==> config.mk <==
export PLATFORM = sky130hd
export DESIGN_NAME = exp_pulse_gen
export DESIGN_NICKNAME = d
export VERILOG_FILES = /design/src/rtl/exp_pulse_gen.sv
export SDC_FILE = /design/constraint.sdc
export NUM_CORES = 1
export LEC_CHECK = 0
export CAP_MARGIN = 0
export CORE_ASPECT_RATIO = 0.75
export CORE_MARGIN = 4
export CORE_UTILIZATION = 45
export DETAILED_ROUTE_END_ITERATION = 7
export PLACE_DENSITY = 0.71
export SYNTH_ARGS = -nofsm -noshare
export SYNTH_HDL_FRONTEND = slang
export SYNTH_SLANG_ARGS = --single-unit
==> constraint.sdc <==
create_clock -name clk -period 9.7 [get_ports clk]
set_clock_uncertainty 0.15 [all_clocks]
set_input_delay 1.94 -clock clk [delete_from_list [all_inputs] [get_ports clk]]
set_output_delay 1.94 -clock clk [all_outputs]
set_load 0.01 [all_outputs]
==> src/rtl/exp_pulse_gen.sv <==
// exp_pulse_gen: synthetic detector-pulse source for the shaping-filter chain.
// It produces a baseline plus exponentially decaying pulses. Pulses can be
// single-shot or periodic, and they pile up when they overlap. The stream is
// in the ADC sample format and feeds the filter input directly.

package package_settings;
    localparam int SIZE_ADC_DATA = 13;
endpackage

module exp_pulse_gen
    import package_settings::*;
#(
    parameter int DATA_W      = SIZE_ADC_DATA + 1,
    parameter int FRAC_W      = 8,
    parameter int DECAY_SHIFT = 4,
    parameter int PERIOD_W    = 16
) (
    input  logic                clk,
    input  logic                reset,
    input  logic                start,
    input  logic                stop,
    input  logic [DATA_W-1:0]   amplitude,
    input  logic [DATA_W-1:0]   baseline,
    input  logic [PERIOD_W-1:0] period,
    output logic                ready,
    output logic [DATA_W-1:0]   output_data,
    output logic                pulse_mark,
    output logic [15:0]         pulse_count
);

    localparam int ACC_W = DATA_W + FRAC_W;

    typedef enum logic [1:0] {
        IDLE  = 2'd0,
        PEAK  = 2'd1,
        DECAY = 2'd2
    } state_t;

    // Registered state
    state_t              state_q,    state_d;
    logic [ACC_W-1:0]    acc_q,      acc_d;
    logic [PERIOD_W-1:0] cnt_q,      cnt_d;
    logic [PERIOD_W-1:0] period_q,   period_d;
    logic [DATA_W-1:0]   amp_q,      amp_d;
    logic                periodic_q, periodic_d;
    logic                ready_q,    ready_d;
    logic [DATA_W-1:0]   out_q,      out_d;
    logic                mark_q,     mark_d;
    logic [15:0]         count_q,    count_d;

    // Combinational helpers
    logic                extTrig;
    logic                autoTrig;
    logic                trigger;
    logic [DATA_W-1:0]   addAmp;
    logic [ACC_W:0]      sumWide;
    logic [ACC_W-1:0]    accSat;
    logic [ACC_W-1:0]    accDecayed;
    logic [DATA_W-1:0]   accInt;
    logic [DATA_W:0]     outSum;
    logic [PERIOD_W-1:0] periodLast;

    assign periodLast = period_q - PERIOD_W'(1);
    assign accInt     = acc_q[ACC_W-1:FRAC_W];

    // Trigger sources: the external start and the periodic auto trigger.
    // Stop vetoes a coincident auto trigger. A coincident external start
    // folds into one trigger, so only one add and one count occur.
    always_comb begin
        extTrig  = start && ready_q;
        autoTrig = periodic_q && !stop && (state_q != PEAK) && (cnt_q == periodLast);
        trigger  = extTrig || autoTrig;
    end

    // Saturating pulse add and one decay step, both computed from the current accumulator.
    always_comb begin
        addAmp     = extTrig ? amplitude : amp_q;
        sumWide    = {1'b0, acc_q} + {1'b0, addAmp, {FRAC_W{1'b0}}};
        accSat     = sumWide[ACC_W] ? {ACC_W{1'b1}} : sumWide[ACC_W-1:0];
        accDecayed = acc_q - (acc_q >> DECAY_SHIFT);
    end

    // Next-state logic for the pulse FSM, the repeat counter and the registered outputs.
    always_comb begin
        state_d    = state_q;
        acc_d      = acc_q;
        cnt_d      = cnt_q;
        period_d   = period_q;
        amp_d      = amp_q;
        periodic_d = periodic_q;
        count_d    = count_q;
        mark_d     = 1'b0;

        if (trigger) begin
            state_d = PEAK;
            acc_d   = accSat;
            cnt_d   = '0;
            mark_d  = 1'b1;
            count_d = count_q + 16'd1;
        end else begin
            if (periodic_q) begin
                cnt_d = cnt_q + PERIOD_W'(1);
            end
            case (state_q)
                PEAK: begin
                    state_d = DECAY;
                    acc_d   = accDecayed;
                end
                DECAY: begin
                    if (accInt == '0) begin
                        state_d = IDLE;
                        acc_d   = '0;
                    end else begin
                        acc_d = accDecayed;
                    end
                end
                default: begin
                    state_d = IDLE;
                    acc_d   = '0;
                end
            endcase
        end

        if (extTrig) begin
            amp_d      = amplitude;
            period_d   = period;
            periodic_d = (period != '0);
        end
        if (stop) begin
            periodic_d = 1'b0;
        end

        ready_d = (state_d != PEAK);
        outSum  = {1'b0, baseline} + {1'b0, acc_d[ACC_W-1:FRAC_W]};
        out_d   = outSum[DATA_W] ? {DATA_W{1'b1}} : outSum[DATA_W-1:0];
    end

    // State register. Reset is synchronous and active low, and it aborts any pulse or periodic run.
    always_ff @(posedge clk) begin
        if (!reset) begin
            state_q    <= IDLE;
            acc_q      <= '0;
            cnt_q      <= '0;
            period_q   <= '0;
            amp_q      <= '0;
            periodic_q <= 1'b0;
            ready_q    <= 1'b0;
            out_q      <= '0;
            mark_q     <= 1'b0;
            count_q    <= '0;
        end else begin
            state_q    <= state_d;
            acc_q      <= acc_d;
            cnt_q      <= cnt_d;
            period_q   <= period_d;
            amp_q      <= amp_d;
            periodic_q <= periodic_d;
            ready_q    <= ready_d;
            out_q      <= out_d;
            mark_q     <= mark_d;
            count_q    <= count_d;
        end
    end

    assign ready       = ready_q;
    assign output_data = out_q;
    assign pulse_mark  = mark_q;
    assign pulse_count = count_q;

endmodule

* Word-level counts from Yosys, hierarchy flattened
Cells that the tools add are included.
** Storage, ports and cells
- Register bits after elaboration :: 103
- Input bits :: 48
** Operators by class
- Add/sub/neg operators :: 6
- Equality and inequality tests :: 5
- Muxes and demuxes :: 10
- Bitwise logic cells :: 1
- Reduce and logical (&&, ||, !) cells :: 10
** Operator list (count)
- 22-bit 2-to-1 mux :: 3
- 22-bit one-hot mux with 2 select lines :: 1
- 16-bit by 1-bit adder with 16-bit output (second input constant) :: 2
- 14-bit 2-to-1 mux :: 2
- 22-bit by 22-bit adder with 23-bit output :: 1
- 22-bit by 18-bit subtractor with 22-bit output :: 1
- 16-bit == test :: 1
- 16-bit nonzero test :: 1
- 16-bit by 1-bit subtractor with 16-bit output (second input constant) :: 1
- 14-bit by 14-bit adder with 15-bit output :: 1
- 14-bit zero test :: 1
- 1-bit logical AND :: 4
- 2-bit 2-to-1 mux :: 2
- 2-bit by 1-bit inequality test with 1-bit output (second input constant) :: 2
- 2-bit one-hot mux with 2 select lines :: 1
- 2-bit OR reduction :: 2
- 2-bit by 1-bit == test with 1-bit output (second input constant) :: 1
- 2-bit == test (second input constant) :: 1
- 1-bit zero test :: 1
- 1-bit logical OR :: 1
- 1-bit 2-to-1 mux :: 1
- 1-bit inverter :: 1

* Depth between registers and ports, before layout
Gate-level depths: netlist of the first run.
- Word-level depth :: 8
- Depth in mapped cells :: 27
- Gate-level depth less buffers :: 23

* Worst setup path before layout of the first run
OpenSTA, ideal clock, no wires.
- Kind :: input port to flip-flop
- From :: input start
- To :: register out_q[10], in the netlist output_data[10]
- Library setup time :: 115 ps
- Arrival time :: 6741 ps
- Setup slack :: 2694 ps
- Cell stages on the path :: 27
- Path buffers :: 4
- Path through :: and2_1 clkbuf_1 clkbuf_1 nand2_1 nand2_1 ha_1 fa_1 a211oi_1 o21ai_0 and3_1 a211oi_1 o21ai_1 clkbuf_1 nor2_1 mux2i_1 ha_1 inv_1 fa_1 nor2b_1 o31a_1 o21ai_0 a21oi_1 a41o_1 nor4_1 o21bai_1 clkbuf_1 o21a_1
** Between the ends
- Word-level cells in the longest chain between the ends :: 7
- Elaborated cells between the ends (all ways) :: 8
- Classes of those cells :: add/sub: 2; mux: 4; reduce/logical: 2
** Ends and longest elaborated chain
- from (decl) :: RTL line 20 : input logic start,
- 1-bit logical AND :: RTL line 70 : extTrig = start && ready_q;
- 14-bit 2-to-1 mux
- via addAmp[0] :: RTL line 55 : logic [DATA_W-1:0] addAmp;
- 22-bit by 22-bit adder with 23-bit output :: RTL line 78 : sumWide = {1'b0, acc_q} + {1'b0, addAmp, {FRAC_W{1'b0}}};
- 22-bit 2-to-1 mux :: RTL line 79 : accSat = sumWide[ACC_W] ? {ACC_W{1'b1}} : sumWide[ACC_W-1:0];
- 22-bit 2-to-1 mux :: RTL line 94 : if (trigger) begin
- via acc_d[8] :: RTL line 41 : logic [ACC_W-1:0] acc_q, acc_d;
- 14-bit by 14-bit adder with 15-bit output :: RTL line 134 : outSum = {1'b0, baseline} + {1'b0, acc_d[ACC_W-1:FRAC_W]};
- 14-bit 2-to-1 mux :: RTL line 135 : out_d = outSum[DATA_W] ? {DATA_W{1'b1}} : outSum[DATA_W-1:0];
- to (signal assigned) :: RTL line 159 : out_q <= out_d;
- to (decl) :: RTL line 47 : logic [DATA_W-1:0] out_q, out_d;
The timed path passes the listed nets, and every way through them passes these cells.
A chain may end at the register's enable or synchronous reset.

* Worst setup path in the final report of the first run
- From :: input start
- To :: register out_q[3], in the netlist output_data[3]
Same word-level chain as after synthesis.

==> out/metrics.csv, run 1 <==
stage;metric;value;unit
hold_path;hold path depth;2;
timing;crit share post-route;0.836;
synth;area share of the largest cell type after synthesis;0.301;
detailed_routing;Detailed Route WL;17000;µm
grt;gr busiest metal;met1;
timing;final hold vios;0;
synth;Mean Syn Cell Area;7.88;µm²
clocking;cts-stage hold buffer count;0;
synth;Post-synth EDFFs;0;
hold_path;worst hold path class;register to register;
critical_path;slowest stage cell, crit path;o21bai_1;
grt;GRT met3 Usage;0.0335;
detailed_routing;drt first-iter violations;486;
floorplanning;IO Pins;80;
critical_path;crit path kind;primary input to register;
floorplanning;Die H;115;µm
placed_design;routability congestion estimate;0.948;
clocking;post-cts sizing count;0;
clocking;Clock Tree Buf Depth;2;
synth;mapped cell area;0.00686;mm²
timing;RSZ-0062 raised after global routing;false;
placed_design;DP Wirelength;12900;µm
clocking;clk_lat worst skew;0.35;ns
synth;Synth warnings;0;
synth;sequential element share of the synthesized area;0.301;
critical_path;CP most frequent cell;nand2_1;
synth;fraction of registers with async set/reset;0;
critical_path;critical-path cell list;clkdlybuf4s50_1, nand2_1, buf_4, nand2_1, nand2_1, fa_1, a211oi_1, o21ai_0, and3_1, a211oi_1, o21ai_1, buf_4, nor2_1, mux2i_1, ha_1, nor2b_1, o31a_1, o21ai_0, a21oi_1, a41o_1, nor4_1, o21bai_1, o21a_1;
detailed_routing;Detail Route Antenna Nets;0;
clocking;root buffer cell;clkbuf_16;
clocking;Setup Fix Bufs, Post-CTS;0;
power;Max VDD drop;0.0905;mV
timing;fmax;123;MHz
critical_path;crit-path max cell delay;0.73;ns
flow_run;max-cap viol count;0;
timing;Tightest Pin Transition;1.13;ns
grt;GRT met1 Usage;0.313;
synth;Yosys reg bits;103;
critical_path;arrival time at the worst endpoint;8.25;ns
cells_and_area;commonest cells after routing, fill and taps aside;nand2_1 (124), dfxtp_1 (103), a21oi_1 (89);
synth;synthesized net count;973;
synth;dominant cells by area after synthesis;dfxtp_1 (30%), ha_1 (9.3%), nand2_1 (6.8%), a21oi_1 (6.5%), xnor2_1 (4.7%);
power;Tot Pwr;1.10;mW
clocking;CTS tree;built;
clocking;# clock sinks;103;
synth;largest area contributor in the netlist;dfxtp_1;
critical_path;worst r2r path cells;22;
timing;Final setup viols;0;
clocking;Reg clk slew, reported paths;0.07;ns
critical_path;critical path peak fanout;19;
floorplanning;die area;0.0173;mm²
cells_and_area;Area growth syn-to-layout;18.2;%
grt;first-pass GRT wire length;28700;µm
critical_path;Critical Path End Type;register;
timing;min Tclk post-route;8.11;ns
power;Pleak;3.28;nW
detailed_routing;WL/cell;15.0;µm
detailed_routing;DRT Pass-1 Iters;5;
cells_and_area;layout cells sized above 1;0.0407;
grt;initial antenna violation count;0;
critical_path;Worst EP required;9.84;ns
placed_design;Port Buffers;79;
clocking;H-tree depth;3;
synth;Post-Synthesis Cells;871;
timing;final slew viol count;0;
power;PD cells;136;mW/mm²
grt;grt ovf;0;
timing;Slew headroom;0.228;
floorplanning;Core Rows;38;
synth;main flop type after synthesis;dfxtp_1;
detailed_routing;vias;6341;
synth;Synth cell types;66;
floorplanning;Initial Utilization;0.467;
critical_path;CP Launch Type;primary input;
status;status;completed;
grt;met2 Use GR;0.292;
floorplanning;core area;0.0147;mm²
detailed_routing;DR DRC count;0;
grt;gr usage total;0.202;
clocking;Num CTS Buffers;9;
cells_and_area;Inserted Diodes;0;
grt;pin count of the biggest net entering global routing;69;
cells_and_area;commonest non-fill, non-tap cell in the layout;nand2_1;
detailed_routing;vias per cell;5.59;
floorplanning;DIE WIDTH;151;µm
grt;number of global-route vias before repair;5757;
cells_and_area;fin nets;1032;
timing;setup_tns;0;ns
-- per-stage QoR --
step | std cells | instance area [µm²] | util | hold WS (ns) | setup WS (ns)
finish | 1134 | 8110 | 0.552 | 0.314 | 1.59
global route | 1134 | 8110 | 0.552 | 0.341 | 0.760
CTS | 1134 | 8110 | 0.552 | 0.315 | 1.57
detailed placement | 1119 | 7800 | 0.531 | 0.306 | 1.21
global placement | 1119 | 7800 | 0.531 | 0.303 | 1.45
floorplan | 871 | 6860 | - | 0.294 | 2.69
-- synth_stat cells, types with 3 or more instances --
cell      count
and2_1        9
and3_1       16
o211ai_1      6
o21bai_1      6
a211o_1       3
nand2b_1      9
o21a_1       22
mux2i_1      11
nor2b_1       4
nand2_1     124
a211oi_1     12
fa_1          3
o31ai_1       9
o311a_1       8
nand3_1      18
buf_2         7
buf_4         3
a41o_1        3
xor2_1       26
nand3b_1      5
inv_1        37
a21o_1        5
a31oi_1       6
or2_2         7
o21ai_0      39
o31a_1        8
a21oi_1      89
clkbuf_1     26
a22o_1        3
or4_1         9
nor3_1       19
ha_1         51
nand4_1       7
nor4_1       11
xnor2_1      37
or3_1        10
nor2_1       68
dfxtp_1     103
-- kinds of logic after synthesis --
family,Yosys count,share of synthesized area
XOR/XNOR,63,0.0804
adder cells (fa/ha/maj),54,0.102
AND/OR/NAND/NOR,324,0.228
buffers and inverters,75,0.0440
flip-flops,103,0.301
AO/OA/AOI/OAI,240,0.228
multiplexers,12,0.0177
-- state kept, by name (all words and copies together) (netlist names) --
name and count:
state_q 2, period_q 16, output_data 14, periodic_q 1, amp_q 14, acc_q 22, ready 1, pulse_count 16
cnt_q 16, pulse_mark 1
-- worst max-delay path, delay by kind of cell --
| kind | cells | cell delay, ns |
|---|---|---|
| AND/OR/NAND/NOR | 7 | 1.08 |
| AO/OA/AOI/OAI | 10 | 3.15 |
| buffers and inverters | 3 | 1.15 |
| adder cells (fa/ha/maj) | 2 | 0.81 |
| multiplexers | 1 | 0.09 |
-- final cells by class --
cell class / instances / area [µm²]
fill: 1365 / 6590
multi-input combinational: 693 / 4510
sequential: 103 / 2060
timing repair buffer: 85 / 836
tap: 200 / 250
clock buffer: 10 / 229
inverter: 38 / 143
clock inverter: 5 / 81.3
-- per-layer routing --
| layer | up-vias | part of all wire |
|---|---|---|
| met4 | 0 | 0.012 |
| li1 | 3240 | - |
| met5 | - | 0 |
| met2 | 169 | 0.41 |
| met1 | 2917 | 0.52 |
| met3 | 15 | 0.059 |
-- power by group --
group	leakage, nW	switching (mW)	internal, mW
Sequential	0.839	0.0125	0.439
Clock	0.149	0.163	0.226
Combinational	2.29	0.139	0.121
Total	3.28	0.314	0.786
-- path summary, 6_finish.rpt --
check | startpoint | to | slack [ns]
max | start | output_data[3] | 1.59
min | amp_q[8] | amp_q[8] | 0.31
max reg2reg | ready | output_data[3] | 3.32
min reg2reg | amp_q[8] | amp_q[8] | 0.31
Power figures use the tool's default switching activity.
==> run 2, diff against run 1 <==
==> constraint.sdc (replaced) <==
create_clock -name clk -period 7.5 [get_ports clk]
set_clock_uncertainty 0.15 [all_clocks]
set_input_delay 1.5 -clock clk [delete_from_list [all_inputs] [get_ports clk]]
set_output_delay 1.5 -clock clk [all_outputs]
set_load 0.01 [all_outputs]
==> out/metrics.csv, run 2 (synthesis results as in run 1) <==
stage;metric;value;unit;change
grt;pin count of the biggest net entering global routing;55;;-20%
clocking;CTS tree;built;;
timing;Slew headroom;0.195;;-0.0338
timing;crit share post-route;0.917;;
grt;first-pass GRT wire length;28100;µm;-2.2%
floorplanning;Initial Utilization;0.467;;unchanged
placed_design;Placement Setup Slack;0.185;ns;-1.03 ns
placed_design;Post-Place Cells;1121;;+0.18%
placed_design;DP Area;0.00782;mm²;+0.35%
power;PD cells;173;mW/mm²;+27%
power;Reg power frac;0.417;;+0.006
critical_path;critical-path cell list;clkdlybuf4s50_1, and2_1, nand2_1, nand2_1, ha_1, fa_1, a211oi_1, o21ai_0, and3_1, a211oi_1, o21ai_1, buf_4, nor2_1, mux2i_1, ha_1, o21a_1, o31a_1, o21ai_0, a21oi_1, a41o_1, nor4_1, o21bai_2, o21a_1;;
timing;setup_tns;0;ns;unchanged
timing;RSZ-0062 raised after global routing;false;;
detailed_routing;vias per cell;5.58;;-0.17%
clocking;post-cts sizing count;0;;unchanged
grt;number of global-route vias before repair;5584;;-3.0%
detailed_routing;Detailed Route WL;17300;µm;+2.0%
timing;Final setup viols;0;;unchanged
cells_and_area;layout cells sized above 1;0.0448;;+0.00414
critical_path;arrival time at the worst endpoint;6.97;ns;-1.28 ns
power;Clock power frac;0.341;;-0.012
critical_path;critical path peak fanout;16;;-3
clocking;Num CTS Buffers;9;;unchanged
clocking;Clock Tree Buf Depth;2;;unchanged
critical_path;worst r2r path cells;22;;unchanged
detailed_routing;drt first-iter violations;318;;-35%
detailed_routing;WL/cell;15.3;µm;+1.7%
detailed_routing;vias;6347;;+0.095%
cells_and_area;commonest non-fill, non-tap cell in the layout;nand2_1;;
critical_path;Worst EP required;7.59;ns;-2.25 ns
floorplanning;core area;0.0147;mm²;unchanged
grt;gr usage total;0.198;;-0.00402
clocking;clk_lat worst skew;0.35;ns;about the same
detailed_routing;DRT Pass-1 Iters;5;;unchanged
clocking;# clock sinks;103;;unchanged
power;sw power;0.415;mW;+32%
cells_and_area;Area growth syn-to-layout;18.5;%;
floorplanning;Die H;115;µm;unchanged
timing;worst hold slack;0.315;ns;+0.00102 ns
status;status;completed;;
grt;grt ovf;0;;unchanged
detailed_routing;Detail Route Antenna Nets;0;;unchanged
cells_and_area;max reg flops;22;;unchanged
floorplanning;die area;0.0173;mm²;unchanged
hold_path;worst hold path class;register to register;;
timing;min Tclk post-route;6.88;ns;
cells_and_area;Biggest register;acc_q;;
power;combinational share of power;0.242;;+0.006
timing;final hold vios;0;;unchanged
cells_and_area;Inserted Diodes;0;;unchanged
clocking;Setup Fix Bufs, Post-CTS;0;;unchanged
clocking;root buffer cell;clkbuf_16;;
timing;Tightest Pin Transition;1.18;ns;+0.0494 ns
placed_design;Port Buffers;79;;unchanged
power;Max VDD drop;0.114;mV;+26%
critical_path;crit-path max cell delay;0.43;ns;-0.30 ns
power;Int Pwr;0.987;mW;+26%
cells_and_area;commonest cells after routing, fill and taps aside;nand2_1 (124), dfxtp_1 (103), a21oi_1 (89);;
power;Sw Ratio;0.296;;+0.0105
placed_design;DP Wirelength;13300;µm;+3.1%
hold_path;hold path depth;2;;unchanged
floorplanning;IO Pins;80;;unchanged
critical_path;CP Launch Type;primary input;;
timing;fmax;145;MHz;
clocking;cts-stage hold buffer count;0;;unchanged
placed_design;routability congestion estimate;0.916;;-3.4%
grt;initial antenna violation count;0;;unchanged
cells_and_area;Final Non-Filler Cells;1137;;+0.26%
critical_path;slowest stage cell, crit path;fa_1;;
cells_and_area;fin nets;1034;;+0.19%
timing;fin worst setup slack;0.624;ns;-0.966 ns
floorplanning;Core Rows;38;;unchanged
power;Tot Pwr;1.40;mW;+27%
cells_and_area;Post-Layout Inst Area;0.00813;mm²;+0.25%
clocking;Reg clk slew, reported paths;0.07;ns;about the same
power;Pleak;3.29;nW;+0.36%
detailed_routing;DR DRC count;0;;unchanged
timing;final slew viol count;0;;unchanged
clocking;H-tree depth;3;;unchanged
flow_run;max-cap viol count;0;;unchanged
critical_path;crit path kind;primary input to register;;
floorplanning;DIE WIDTH;151;µm;unchanged
cells_and_area;final core occ;0.553;;+0.00136
critical_path;Critical Path End Type;register;;
==> run 2: changes by cell type in the layout (fill, tap and decap cells not counted) <==
cell / change
inv_6: -1
bufinv_16: -1
inv_8: +1
clkinv_4: +1
buf_4: +1
o21bai_1: -1
o21bai_2: +1
clkinvlp_4: +1
buf_12: +1
==> run 2: power groups by stage <==
stage	logic [mW]	clock network, mW	registers [mW]
final	0.339	0.478	0.584
after global routing	0.374	0.510	0.587
after CTS	0.337	0.490	0.584
after detailed placement	0.335	0	0.597
after global placement	0.330	0	0.597
after floorplan	0.232	0	0.597
==> run 2: final timing paths <==
path	from	endpoint	slack (ns)
max reg2reg	ready	output_data[4]	1.91
min reg2reg	amp_q[2]	amp_q[2]	0.31
max	start	output_data[4]	0.62
min	amp_q[2]	amp_q[2]	0.31
==> run 2: cell type report <==
| cell class | instances | area (µm²) |
|---|---|---|
| sequential | 103 | 2060 |
| tap | 200 | 250 |
| clock buffer | 10 | 229 |
| timing repair buffer | 87 | 863 |
| clock inverter | 6 | 70.1 |
| inverter | 38 | 143 |
| fill | 1386 | 6570 |
| multi-input combinational | 693 | 4510 |
==> run 2: worst max-delay path: cells and delay by family <==
| kind | cells | cell delay [ns] |
|---|---|---|
| buffers and inverters | 2 | 0.67 |
| AND/OR/NAND/NOR | 6 | 1.15 |
| adder cells (fa/ha/maj) | 3 | 1.00 |
| AO/OA/AOI/OAI | 11 | 2.55 |
| multiplexers | 1 | 0.10 |
==> run 2: per-layer routing <==
metal  part of all wire  GRT usage  up-vias
li1                   -          -     3236
met1               0.53      0.311     2926
met2               0.41      0.286      174
met3              0.061     0.0351       11
met4             0.0067     0.0338        0
met5                  0          0        -
==> run 3, diff against run 2 <==
--- a/config.mk
+++ b/config.mk
@@ -8,9 +8,9 @@
 export CAP_MARGIN = 0
 export CORE_ASPECT_RATIO = 0.75
 export CORE_MARGIN = 4
-export CORE_UTILIZATION = 45
+export CORE_UTILIZATION = 30
+export CTS_BUF_LIST = sky130_fd_sc_hd__clkbuf_8
 export DETAILED_ROUTE_END_ITERATION = 7
-export PLACE_DENSITY = 0.71
 export SYNTH_ARGS = -nofsm -noshare
 export SYNTH_HDL_FRONTEND = slang
 export SYNTH_SLANG_ARGS = --single-unit
==> out/metrics.csv, run 3 (synthesis results as in run 1) <==
stage;metric;value;unit;change
clocking;# clock sinks;103;;unchanged
clocking;post-cts sizing count;0;;unchanged
critical_path;Worst EP required;7.62;ns;+0.03 ns
clocking;Setup Fix Bufs, Post-CTS;0;;unchanged
timing;fmax;146;MHz;+0.72%
timing;fin worst setup slack;0.673;ns;+0.0492 ns
floorplanning;core area;0.0223;mm²;+52%
cells_and_area;Area growth syn-to-layout;19.6;%;
grt;first-pass GRT wire length;30000;µm;+6.8%
detailed_routing;vias;6342;;-0.079%
hold_path;worst hold path class;register to register;;
timing;Tightest Pin Transition;1.21;ns;+0.0330 ns
power;PD cells;168;mW/mm²;-2.9%
clocking;H-tree depth;3;;unchanged
critical_path;crit path kind;primary input to register;;
timing;worst hold slack;0.324;ns;+0.00899 ns
critical_path;arrival time at the worst endpoint;6.95;ns;-0.02 ns
detailed_routing;drt first-iter violations;491;;+54%
cells_and_area;fin nets;1036;;+0.19%
critical_path;crit-path max cell delay;0.46;ns;+0.03 ns
critical_path;critical-path cell list;clkdlybuf4s50_1, and2_1, buf_4, nand2_1, nand2_1, fa_1, a211oi_1, o21ai_0, and3_1, a211oi_1, o21ai_1, nor2_1, mux2i_1, ha_1, inv_1, fa_1, nor2b_1, o31a_1, o21ai_0, a21oi_1, a41o_1, nor4_1, o21bai_1, o21a_1;;
placed_design;Placement Setup Slack;0.350;ns;+0.165 ns
critical_path;Critical Path End Type;register;;
cells_and_area;layout cells sized above 1;0.0458;;+0.000969
floorplanning;DIE WIDTH;183;µm;+21%
timing;RSZ-0062 raised after global routing;false;;
cells_and_area;commonest non-fill, non-tap cell in the layout;nand2_1;;
clocking;CTS tree;built;;
timing;crit share post-route;0.910;;-0.00655
timing;min Tclk post-route;6.83;ns;-0.0492 ns
critical_path;CP top delay family;compound AO/OA/AOI/OAI gates;;
critical_path;CP Launch Type;primary input;;
critical_path;slowest stage cell, crit path;clkdlybuf4s50_1;;
grt;gr usage total;0.142;;-0.0565
clocking;cts-stage hold buffer count;0;;unchanged
detailed_routing;Detail Route Antenna Nets;0;;unchanged
status;status;completed;;
detailed_routing;DR DRC count;0;;unchanged
cells_and_area;max reg flops;22;;unchanged
clocking;clk_lat worst skew;0.38;ns;+0.03 ns
floorplanning;Core Rows;47;;+24%
placed_design;DP Area;0.00794;mm²;+1.5%
timing;final hold vios;0;;unchanged
grt;number of global-route vias before repair;5810;;+4.0%
clocking;Num CTS Buffers;9;;unchanged
flow_run;max-cap viol count;0;;unchanged
power;Pleak;3.28;nW;-0.33%
grt;pin count of the biggest net entering global routing;53;;-3.6%
cells_and_area;Biggest register;acc_q;;
critical_path;critical path peak fanout;13;;-3
placed_design;Port Buffers;79;;unchanged
floorplanning;IO Pins;80;;unchanged
placed_design;routability congestion estimate;0.879;;-4.0%
timing;setup_tns;0;ns;unchanged
cells_and_area;Post-Layout Inst Area;0.00820;mm²;+0.95%
detailed_routing;DRT Pass-1 Iters;5;;unchanged
clocking;Reg clk slew, reported paths;0.10;ns;+0.03 ns
floorplanning;Die H;139;µm;+21%
detailed_routing;Detailed Route WL;18200;µm;+4.9%
floorplanning;die area;0.0254;mm²;+47%
power;Max VDD drop;0.0747;mV;-34%
clocking;Clock Tree Buf Depth;2;;unchanged
cells_and_area;commonest cells after routing, fill and taps aside;nand2_1 (124), dfxtp_1 (103), a21oi_1 (89);;
grt;grt ovf;0;;unchanged
detailed_routing;WL/cell;14.8;µm;-3.3%
timing;Slew headroom;0.172;;-0.0226
detailed_routing;vias per cell;5.14;;-7.9%
timing;final slew viol count;0;;unchanged
clocking;root buffer cell;clkbuf_8;;
cells_and_area;Inserted Diodes;0;;unchanged
grt;initial antenna violation count;0;;unchanged
placed_design;DP Wirelength;14000;µm;+5.4%
timing;Final setup viols;0;;unchanged
power;Tot Pwr;1.37;mW;-1.9%
critical_path;Buf/Inv on CP;3;;+1
floorplanning;Initial Utilization;0.308;;-0.159
==> run 3: cell count changes in the layout (fill, tap and decap cells not counted) <==
cell        delta
buf_12         -1
clkinv_4       -1
bufinv_16      +3
clkinvlp_4     -1
buf_4          +3
inv_8          -1
clkbuf_1       -1
o21bai_1       +1
clkbuf_16      -9
clkbuf_8       +9
inv_1          +1
o21bai_2       -1
==> run 3: layout make-up <==
class	instances	area [µm²]
Fill cell	2286	14100
Multi-Input combinational cell	693	4510
Sequential cell	103	2060
Timing Repair Buffer	89	866
Tap cell	294	368
Inverter	38	143
Clock inverter	7	136
Clock buffer	9	124
==> run 3: path summary, 6_finish.rpt <==
kind | start | end | slack (ns) | depth (start not counted)
max | start | output_data[1] | 0.67 | 24
min | amp_q[9] | amp_q[9] | 0.32 | 2
max reg2reg | period_q[5] | output_data[11] | 1.76 | 18
min reg2reg | amp_q[9] | amp_q[9] | 0.32 | 2
==> run 3: per-layer routing <==
metal,GRT usage,vias up,part of all wire
met1,0.215,2956,0.52
met2,0.208,121,0.42
met4,0.0312,0,0.011
met3,0.0254,13,0.044
met5,0,-,0
li1,-,3252,-
==> run 3: where the power goes <==
part           switching (mW)  internal, mW  leakage, nW
clock network           0.198         0.254        0.131
logic                   0.181         0.157         2.31
registers              0.0167         0.568        0.839
total                   0.396         0.979         3.28
==> run 3: metrics by stage <==
stage / util / instances
global placement: 0.356 / 1217
detailed placement: 0.356 / 1217
global route: 0.368 / 1233
CTS: 0.368 / 1233
finish: 0.368 / 1233
floorplan: - / 871
==> run 3: tightest hold or removal path: cells and delay by family, from the launching register on <==
family | cells | cell delay (ns)
flip-flops | 1 | 0.31
AO/OA/AOI/OAI | 1 | 0.06
AND/OR/NAND/NOR | 1 | 0.06
